`config.mk`:
```
export PLATFORM = sky130hd
export DESIGN_NAME = seg7_scan_reader
export DESIGN_NICKNAME = d
export VERILOG_FILES = /design/src/rtl/seg7_scan_reader.sv
export SDC_FILE = /design/constraint.sdc
export NUM_CORES = 1
export LEC_CHECK = 0
export ABC_AREA = 0
export BUFFER_PORTS_ARGS = -buffer_cell sky130_fd_sc_hd__buf_2
export CAP_MARGIN = 25
export CORE_MARGIN = 3
export CORE_UTILIZATION = 30
export CTS_CLUSTER_SIZE = 8
export DETAILED_ROUTE_END_ITERATION = 8
export HOLD_SLACK_MARGIN = 0.06
export PLACE_DENSITY = 0.55
export SLEW_MARGIN = 10
export SYNTH_ARGS = -nofsm -noshare
export SYNTH_HDL_FRONTEND = slang
export SYNTH_SLANG_ARGS = --single-unit
```
`constraint.sdc`:
```
create_clock -name clk -period 5.2 [get_ports clk]
set_input_delay 0.26 -clock clk [delete_from_list [all_inputs] [get_ports clk]]
set_output_delay 0.26 -clock clk [all_outputs]
set_load 0.01 [all_outputs]
```
`src/rtl/seg7_scan_reader.sv`:
```
// Monitors a multiplexed 4-digit common-anode seven-segment bus and recovers the displayed
// 16-bit hex value once the same clean frame has been seen on enough consecutive scans.
module seg7_scan_reader #(
    parameter int unsigned SETTLE       = 4,
    parameter int unsigned STABLE_SCANS = 2
) (
    input  logic        clk,
    input  logic        rst,
    input  logic [6:0]  seg_n,
    input  logic [3:0]  dig_n,
    output logic [15:0] value,
    output logic        value_valid,
    output logic        err
);
    localparam logic [7:0] SettleCnt = 8'(SETTLE);
    localparam logic [3:0] StableCnt = 4'(STABLE_SCANS);

    logic [6:0]  seg_q, seg_prev_q;
    logic [3:0]  dig_q, dig_prev_q;
    logic [7:0]  cnt_q, cnt_d;
    logic [15:0] frame_q, frame_d;
    logic [15:0] prev_frame_q, prev_frame_d;
    logic [15:0] value_q, value_d;
    logic [3:0]  mask_q, mask_d;
    logic        bad_q, bad_d;
    logic [3:0]  match_q, match_d;
    logic        valid_q, valid_d;
    logic        err_q, err_d;

    logic        sel_legal;
    logic [1:0]  sel_idx;
    logic        capture;
    logic [3:0]  nibble;
    logic        nib_bad;

    always_comb begin
        sel_legal = 1'b1;
        sel_idx   = 2'd0;
        case (dig_q)
            4'b1110: sel_idx = 2'd0;
            4'b1101: sel_idx = 2'd1;
            4'b1011: sel_idx = 2'd2;
            4'b0111: sel_idx = 2'd3;
            default: sel_legal = 1'b0;
        endcase
    end

    always_comb begin
        nib_bad = 1'b0;
        nibble  = 4'h0;
        case (seg_q)
            7'h40: nibble = 4'h0;
            7'h79: nibble = 4'h1;
            7'h24: nibble = 4'h2;
            7'h30: nibble = 4'h3;
            7'h19: nibble = 4'h4;
            7'h12: nibble = 4'h5;
            7'h02: nibble = 4'h6;
            7'h78: nibble = 4'h7;
            7'h00: nibble = 4'h8;
            7'h10: nibble = 4'h9;
            7'h08: nibble = 4'hA;
            7'h03: nibble = 4'hB;
            7'h46: nibble = 4'hC;
            7'h21: nibble = 4'hD;
            7'h06: nibble = 4'hE;
            7'h0E: nibble = 4'hF;
            default: nib_bad = 1'b1;
        endcase
    end

    // Dwell deglitch: one capture when the count first reaches SETTLE, then hold there.
    always_comb begin
        if (!sel_legal) begin
            cnt_d = 8'd0;
        end else if ({dig_q, seg_q} != {dig_prev_q, seg_prev_q}) begin
            cnt_d = 8'd1;
        end else if (cnt_q != SettleCnt) begin
            cnt_d = cnt_q + 8'd1;
        end else begin
            cnt_d = cnt_q;
        end
        capture = sel_legal && (cnt_d == SettleCnt) && (cnt_q != SettleCnt);
    end

    always_comb begin
        frame_d      = frame_q;
        mask_d       = mask_q;
        bad_d        = bad_q;
        match_d      = match_q;
        prev_frame_d = prev_frame_q;
        value_d      = value_q;
        valid_d      = 1'b0;
        err_d        = 1'b0;

        // Evaluation sees the pre-edge frame; a same-edge capture starts the next frame.
        if (mask_q == 4'hF) begin
            mask_d = 4'h0;
            bad_d  = 1'b0;
            if (bad_q) begin
                err_d   = 1'b1;
                match_d = 4'd0;
            end else if (frame_q == prev_frame_q) begin
                if (match_q != StableCnt) begin
                    match_d = match_q + 4'd1;
                    if (match_q + 4'd1 == StableCnt) begin
                        value_d = frame_q;
                        valid_d = 1'b1;
                    end
                end
            end else begin
                match_d      = 4'd1;
                prev_frame_d = frame_q;
                if (StableCnt == 4'd1) begin
                    value_d = frame_q;
                    valid_d = 1'b1;
                end
            end
        end

        if (capture) begin
            frame_d[{sel_idx, 2'b00} +: 4] = nibble;
            mask_d[sel_idx]                = 1'b1;
            bad_d                          = bad_d | nib_bad;
        end
    end

    // Input registers reset to an illegal select so a dwell in progress must re-settle.
    always_ff @(posedge clk) begin
        if (rst) begin
            seg_q        <= 7'h7F;
            dig_q        <= 4'hF;
            seg_prev_q   <= 7'h7F;
            dig_prev_q   <= 4'hF;
            cnt_q        <= 8'd0;
            frame_q      <= 16'h0000;
            mask_q       <= 4'h0;
            bad_q        <= 1'b0;
            match_q      <= 4'd0;
            prev_frame_q <= 16'h0000;
            value_q      <= 16'h0000;
            valid_q      <= 1'b0;
            err_q        <= 1'b0;
        end else begin
            seg_q        <= seg_n;
            dig_q        <= dig_n;
            seg_prev_q   <= seg_q;
            dig_prev_q   <= dig_q;
            cnt_q        <= cnt_d;
            frame_q      <= frame_d;
            mask_q       <= mask_d;
            bad_q        <= bad_d;
            match_q      <= match_d;
            prev_frame_q <= prev_frame_d;
            value_q      <= value_d;
            valid_q      <= valid_d;
            err_q        <= err_d;
        end
    end

    assign value       = value_q;
    assign value_valid = valid_q;
    assign err         = err_q;

endmodule

```
Word level (Yosys, flattened, before mapping)

Index checks and enable logic that the tools add are counted.
Widths: inputs -> output; s select.

$add $sub $neg: 3
Multipliers: 0
Div/mod/pow operators: 0
$lt $le $gt $ge: 2
Equal/unequal tests: 27
Shift-type cells: 2
Multiplexer cells: 19
Bitwise logic cells: 6
Reductions and logical operators: 11

Operators by type and width:

| kind                   | number |
|---|---|
| $pmux 4 s15            | 1 |
| $eq 7x7->1 const B     | 4 |
| $mux 8                 | 3 |
| $eq 7x5->1 const B     | 3 |
| $eq 7x6->1 const B     | 3 |
| $mux 4                 | 5 |
| $bwmux 16              | 1 |
| $eq 16x16->1           | 1 |
| $eq 4x4->1 const B     | 4 |
| $reduce_or 16->1       | 1 |
| $shift 4x6->16 const A | 1 |
| $shiftx 4x6->16        | 1 |
| $eq 7x2->1 const B     | 2 |
| $eq 7x4->1 const B     | 2 |
| $ne 11x11->1           | 1 |
| $add 8x1->8 const B    | 1 |
| $eq 8x3->1 const B     | 1 |
| $ne 8x3->1 const B     | 1 |
| $eq 7x3->1 const B     | 1 |
| $logic_not 7->1        | 1 |
| $mux 1                 | 7 |
| $neg 4->6              | 1 |
| $pmux 2 s3             | 1 |
| $reduce_and 5->1       | 1 |
| other kinds (17)       | 22 |

Register bits: 89
Latch bits: 0
RAM bits: 0
Memory bits (read-only): 0
Word-level logic and storage cells: 83
Memories: 0

Logic depth before layout (Yosys ltp)

Word-level depth: 8
Gate-level depth with buffers: 9
Gate-level depth less buffers: 9

Worst setup path after synthesis

No wires, ideal clock.

Path kind: register -> register
Start: register dig_q[3]
End: register frame_q[3]
Setup time: 0.072 ns
Arrival time: 1.946 ns
Slack: 3.182 ns
Stages on the path, launching flop included: 8
Buffers on the path: 0
Path through: dfxtp_1 > xor2_1 > and3_1 > inv_1 > ha_1 > nor4b_1 > nand2_1 > mux2i_1

Cells in the longest elaborated chain, start to end: 7

Ends and longest elaborated chain:

| item                                                              | RTL line | RTL |
|---|---|---|
| start, declared                                                   | 19       | `logic [3:0] dig_q, dig_prev_q;` |
| start signal, assigned                                            | 146      | `dig_q <= dig_n;` |
| parallel branches: the longest is 7 deep, another holds $neg 4->6 | -        |  |
| end signal, assigned                                              | 150      | `frame_q <= frame_d;` |
| end, declared                                                     | 21       | `logic [15:0] frame_q, frame_d;` |

Several ways; the timed one is not identified.
A chain may end at the register's enable or synchronous reset.

Final worst setup path

Start: register frame_q[8]
End: register value_q[11] (netlist: value[11])

Cells in the longest elaborated chain, start to end: 2

Ends and longest elaborated chain:

| item                              | RTL line | RTL |
|---|---|---|
| $eq 16x16->1                      | 103      | `end else if (frame_q == prev_frame_q) begin` |
| $reduce_and 5->1 (no source line) | -        |  |
| end signal, assigned              | 155      | `value_q <= value_d;` |
| end, declared                     | 23       | `logic [15:0] value_q, value_d;` |

Every way passes these cells.

==> metrics.log <==
INFO  metric run_status = finished, final reports clean
INFO  metric cts.hold.buffers_added = 0
INFO  metric wl_per_cell = roughly 13 um
INFO  metric crit_path_start_kind = flop
INFO  metric worst_hold_path_type = primary input to flop
INFO  metric grt_antenna_before_repair = 0
INFO  metric endpoint_kind = flop
INFO  metric power = about 1.5 mW
INFO  metric cts.clk_slew.worst_paths = approximately 0.060 ns
INFO  metric share_seq_of_total_power = between 40% and 50%
INFO  metric cts.sink_count = 89
INFO  metric ctsRootBufferMaster = clkbuf_16
INFO  metric cts_resized = 0
INFO  metric worst_slew_pin_slew = 0.774 ns
INFO  metric tns = 0 ns
INFO  metric grtUsageTotal = between 10% and 20%
INFO  metric list_of_cells_traversed_by_the_critical_path = xor2_1 -> nor4_1 -> nand4_1 -> buf_6 -> nor4b_4 -> buf_4 -> mux2i_1 -> nor2_1
INFO  metric critical_path.max_stage_delay = about 0.43 ns
INFO  metric dr_total_vias = 3,185
INFO  metric rsz0062_at_grt = false
INFO  metric drive_above_1_share = about 15%
INFO  metric drt-pass1-iter-count = 5
INFO  metric global_route.usage.met3 = roughly 2.5%
INFO  metric crit_arrival = around 2.8 ns
INFO  metric die_x = about 120 um
INFO  metric num_rows = 42
INFO  metric slew-limit-headroom = between 40% and 50%
INFO  metric clock_tree.buffer_depth = 2
INFO  metric slew_violations = 0
INFO  metric cp_max_fo = 19
INFO  metric layout.cells.most_common = dfxtp_1
INFO  metric crit_slowest_cell = nor4_1
INFO  metric post-cts-setup-buffer-count = 0
INFO  metric netlist-cell-type-count = 45
INFO  metric edff_count_synth = 0
INFO  metric grtUsageMet2 = between 15 and 20%
INFO  metric route.detailed.vias_per_inst = about 4.8
INFO  metric cts-buffers-inserted = 9
INFO  metric finalHoldViolations = 0
INFO  metric antenna-diode-count = 0
INFO  metric ir_drop = between 0.00015 and 0.0002 V
INFO  metric synth.net_count = between 400 and 500
INFO  metric place_congestion = 0.769
INFO  metric io_pins = 31
INFO  metric postSynthCellCount = about 470
INFO  metric yosys_most_used_dff = dfxtp_1
INFO  metric power.clock.fraction = 47.3%
INFO  metric overflow = 0
INFO  metric clock_latency = 0.33 ns
INFO  metric total_wire_length = around 8500 um
INFO  metric netlist_area = roughly 0.0042 mm^2
INFO  metric area_of_all_placed_cells_without_fillers = approximately 0.0048 mm^2
INFO  metric grt_pass1_vias = a little over 3,000
INFO  metric switchingPower = a little over 300 uW
INFO  metric initial_utilization = a little under a third
INFO  metric globalRoute.busiestLayer = met2
INFO  metric synth_seq_cells = a little under 90
INFO  metric drt_drc_violations_left = 0
INFO  metric detailedPlace.worstSlack = ~2 ns
INFO  metric post_route_antenna_net_violation_count = 0
INFO  metric synthToLayoutAreaGrowth = 14.9%
INFO  metric clock_skew = 0.00441 ns
INFO  metric share_of_synthesized_registers_carrying_an_async_set_or_reset = 0%
INFO  metric largest_net_degree_at_the_start_of_global_routing = 85
INFO  metric die_y = roughly 120 um
INFO  metric swShare = a little over a fifth
INFO  metric static-leakage-power = roughly 1.9 nW
INFO  metric dr.first_iter.drc_count = 199
INFO  metric global_route_wire_length_before_repair = roughly 15,000 um
INFO  metric finalNetCount = ~500
INFO  metric avgSynthCellArea = about 9 um^2
INFO  metric clock_tree_from_tritoncts = yes
INFO  metric timing.final.ws_setup = between 2 and 3 ns
INFO  metric die_area = roughly 0.015 mm^2
INFO  metric layout_min_cycle_time = 2.60 ns
INFO  metric part_of_the_power_in_combinational_logic = under 10%
INFO  metric path_class = flop to flop
INFO  metric placed_area = 0.00447 mm^2
INFO  metric dpl.hpwl = about 5900 um
INFO  metric finalCoreUtilization = between 30% and 40%
INFO  metric ys_warn_count = 0
INFO  metric layout_common_cells = dfxtp_1 (89), nand2_1 (51), xor2_1 (37)
INFO  metric setup_viol = 0
INFO  metric port_buffers = 30
INFO  metric cell_internal_pwr = between 1 and 1.5 mW
INFO  metric grt_use_met1 = ~16%
INFO  metric finalCritPeriodShare = between 40% and 50%
INFO  metric synth.yosys.seq_area_share = around 43%
INFO  metric core_region_area = ~0.013 mm^2
INFO  metric htree_num_levels = 3
INFO  metric worst_ep_required_time = roughly 5.4 ns
INFO  metric cap_violations = 0
INFO  metric pwr_density_cell = 303 mW/mm^2
INFO  metric fmax = between 300 and 400 MHz
INFO  metric worst-r2r-setup-slack = roughly 2.6 ns
==> logic make-up (layout without fill, tap and decap cells) <==
family	Yosys count	in the layout	synth area share, %
mux	33	33	7.91
xor+xnor	42	42	8.80
compound gates	48	48	7.40
flops	89	89	42.6
simple gates	207	207	26.0
buf+inv	34	60	3.62
fa+ha+maj	12	12	3.59
==> critical path: cells and delay by family (launching register included) <==
| family | cells | cell delay [ns] |
|---|---|---|
| AND/OR/NAND/NOR | 4 | 1.05 |
| buffers and inverters | 2 | 0.61 |
| flip-flops | 1 | 0.37 |
| multiplexers | 1 | 0.24 |
| XOR/XNOR | 1 | 0.18 |
==> cell usage after synthesis (all sizes together) (7+ instances only) <==
library cell	instances	area share, %
nand3	23	2.8
nor2	36	3.2
xor2	37	7.8
inv	9	0.81
nand4	7	1.0
a21oi	21	2.5
dfxtp	89	43
nand2	51	4.6
nor3	11	1.3
nor4	9	1.5
nand2b	22	3.3
or2	22	3.3
mux2i	33	7.9
clkbuf	20	1.8
ha	12	3.6
==> stage by stage <==
step	hold slack, ns	instances
after CTS	0.0958	666
after floorplan	0.364	465
after detailed placement	0.444	650
after global placement	0.444	650
final	0.107	667
after global routing	0.102	667
==> power groups by stage <==
stage,clock (mW),sequential [mW],combinational (mW)
finish,0.689,0.707,0.0617
global route,0.735,0.708,0.0708
CTS,0.707,0.707,0.0628
detailed placement,0,0.722,0.0625
global placement,0,0.721,0.0612
floorplan,0,0.711,0.0563
==> worst paths after layout <==
kind / cells after the start / from / to
worst min-delay path: 2 / seg_n[1] / seg_q[1]
worst max register to register: 8 / frame_q[8] / value[11]
worst max-delay path: 8 / frame_q[8] / value[11]
worst min register to register: 2 / prev_frame_q[9] / prev_frame_q[9]
==> layer usage <==
metal / vias to the layer above / wire length [um]
met5: - / 0
met4: 0 / 69
met3: 8 / 259
met2: 39 / 3960
met1: 1496 / 4260
li1: 1642 / -
==> state kept, by name, indices dropped and copies added (netlist names) <==
name,cells
frame_q,16
mask_q,4
dig_prev_q,4
seg_q,7
seg_prev_q,7
value_valid,1
prev_frame_q,16
err,1
match_q,4
value,16
bad_q,1
cnt_q,8
dig_q,4
==> layout make-up <==
type | instances | area (um^2)
fill | 1405 | 8650
clock buffer | 11 | 243
timing repair buffer | 35 | 191
clock inverter | 5 | 78.8
multi-input combinational | 342 | 2250
tap | 176 | 220
inverter | 9 | 33.8
sequential | 89 | 1780
(Power assumes the default switching activity.)
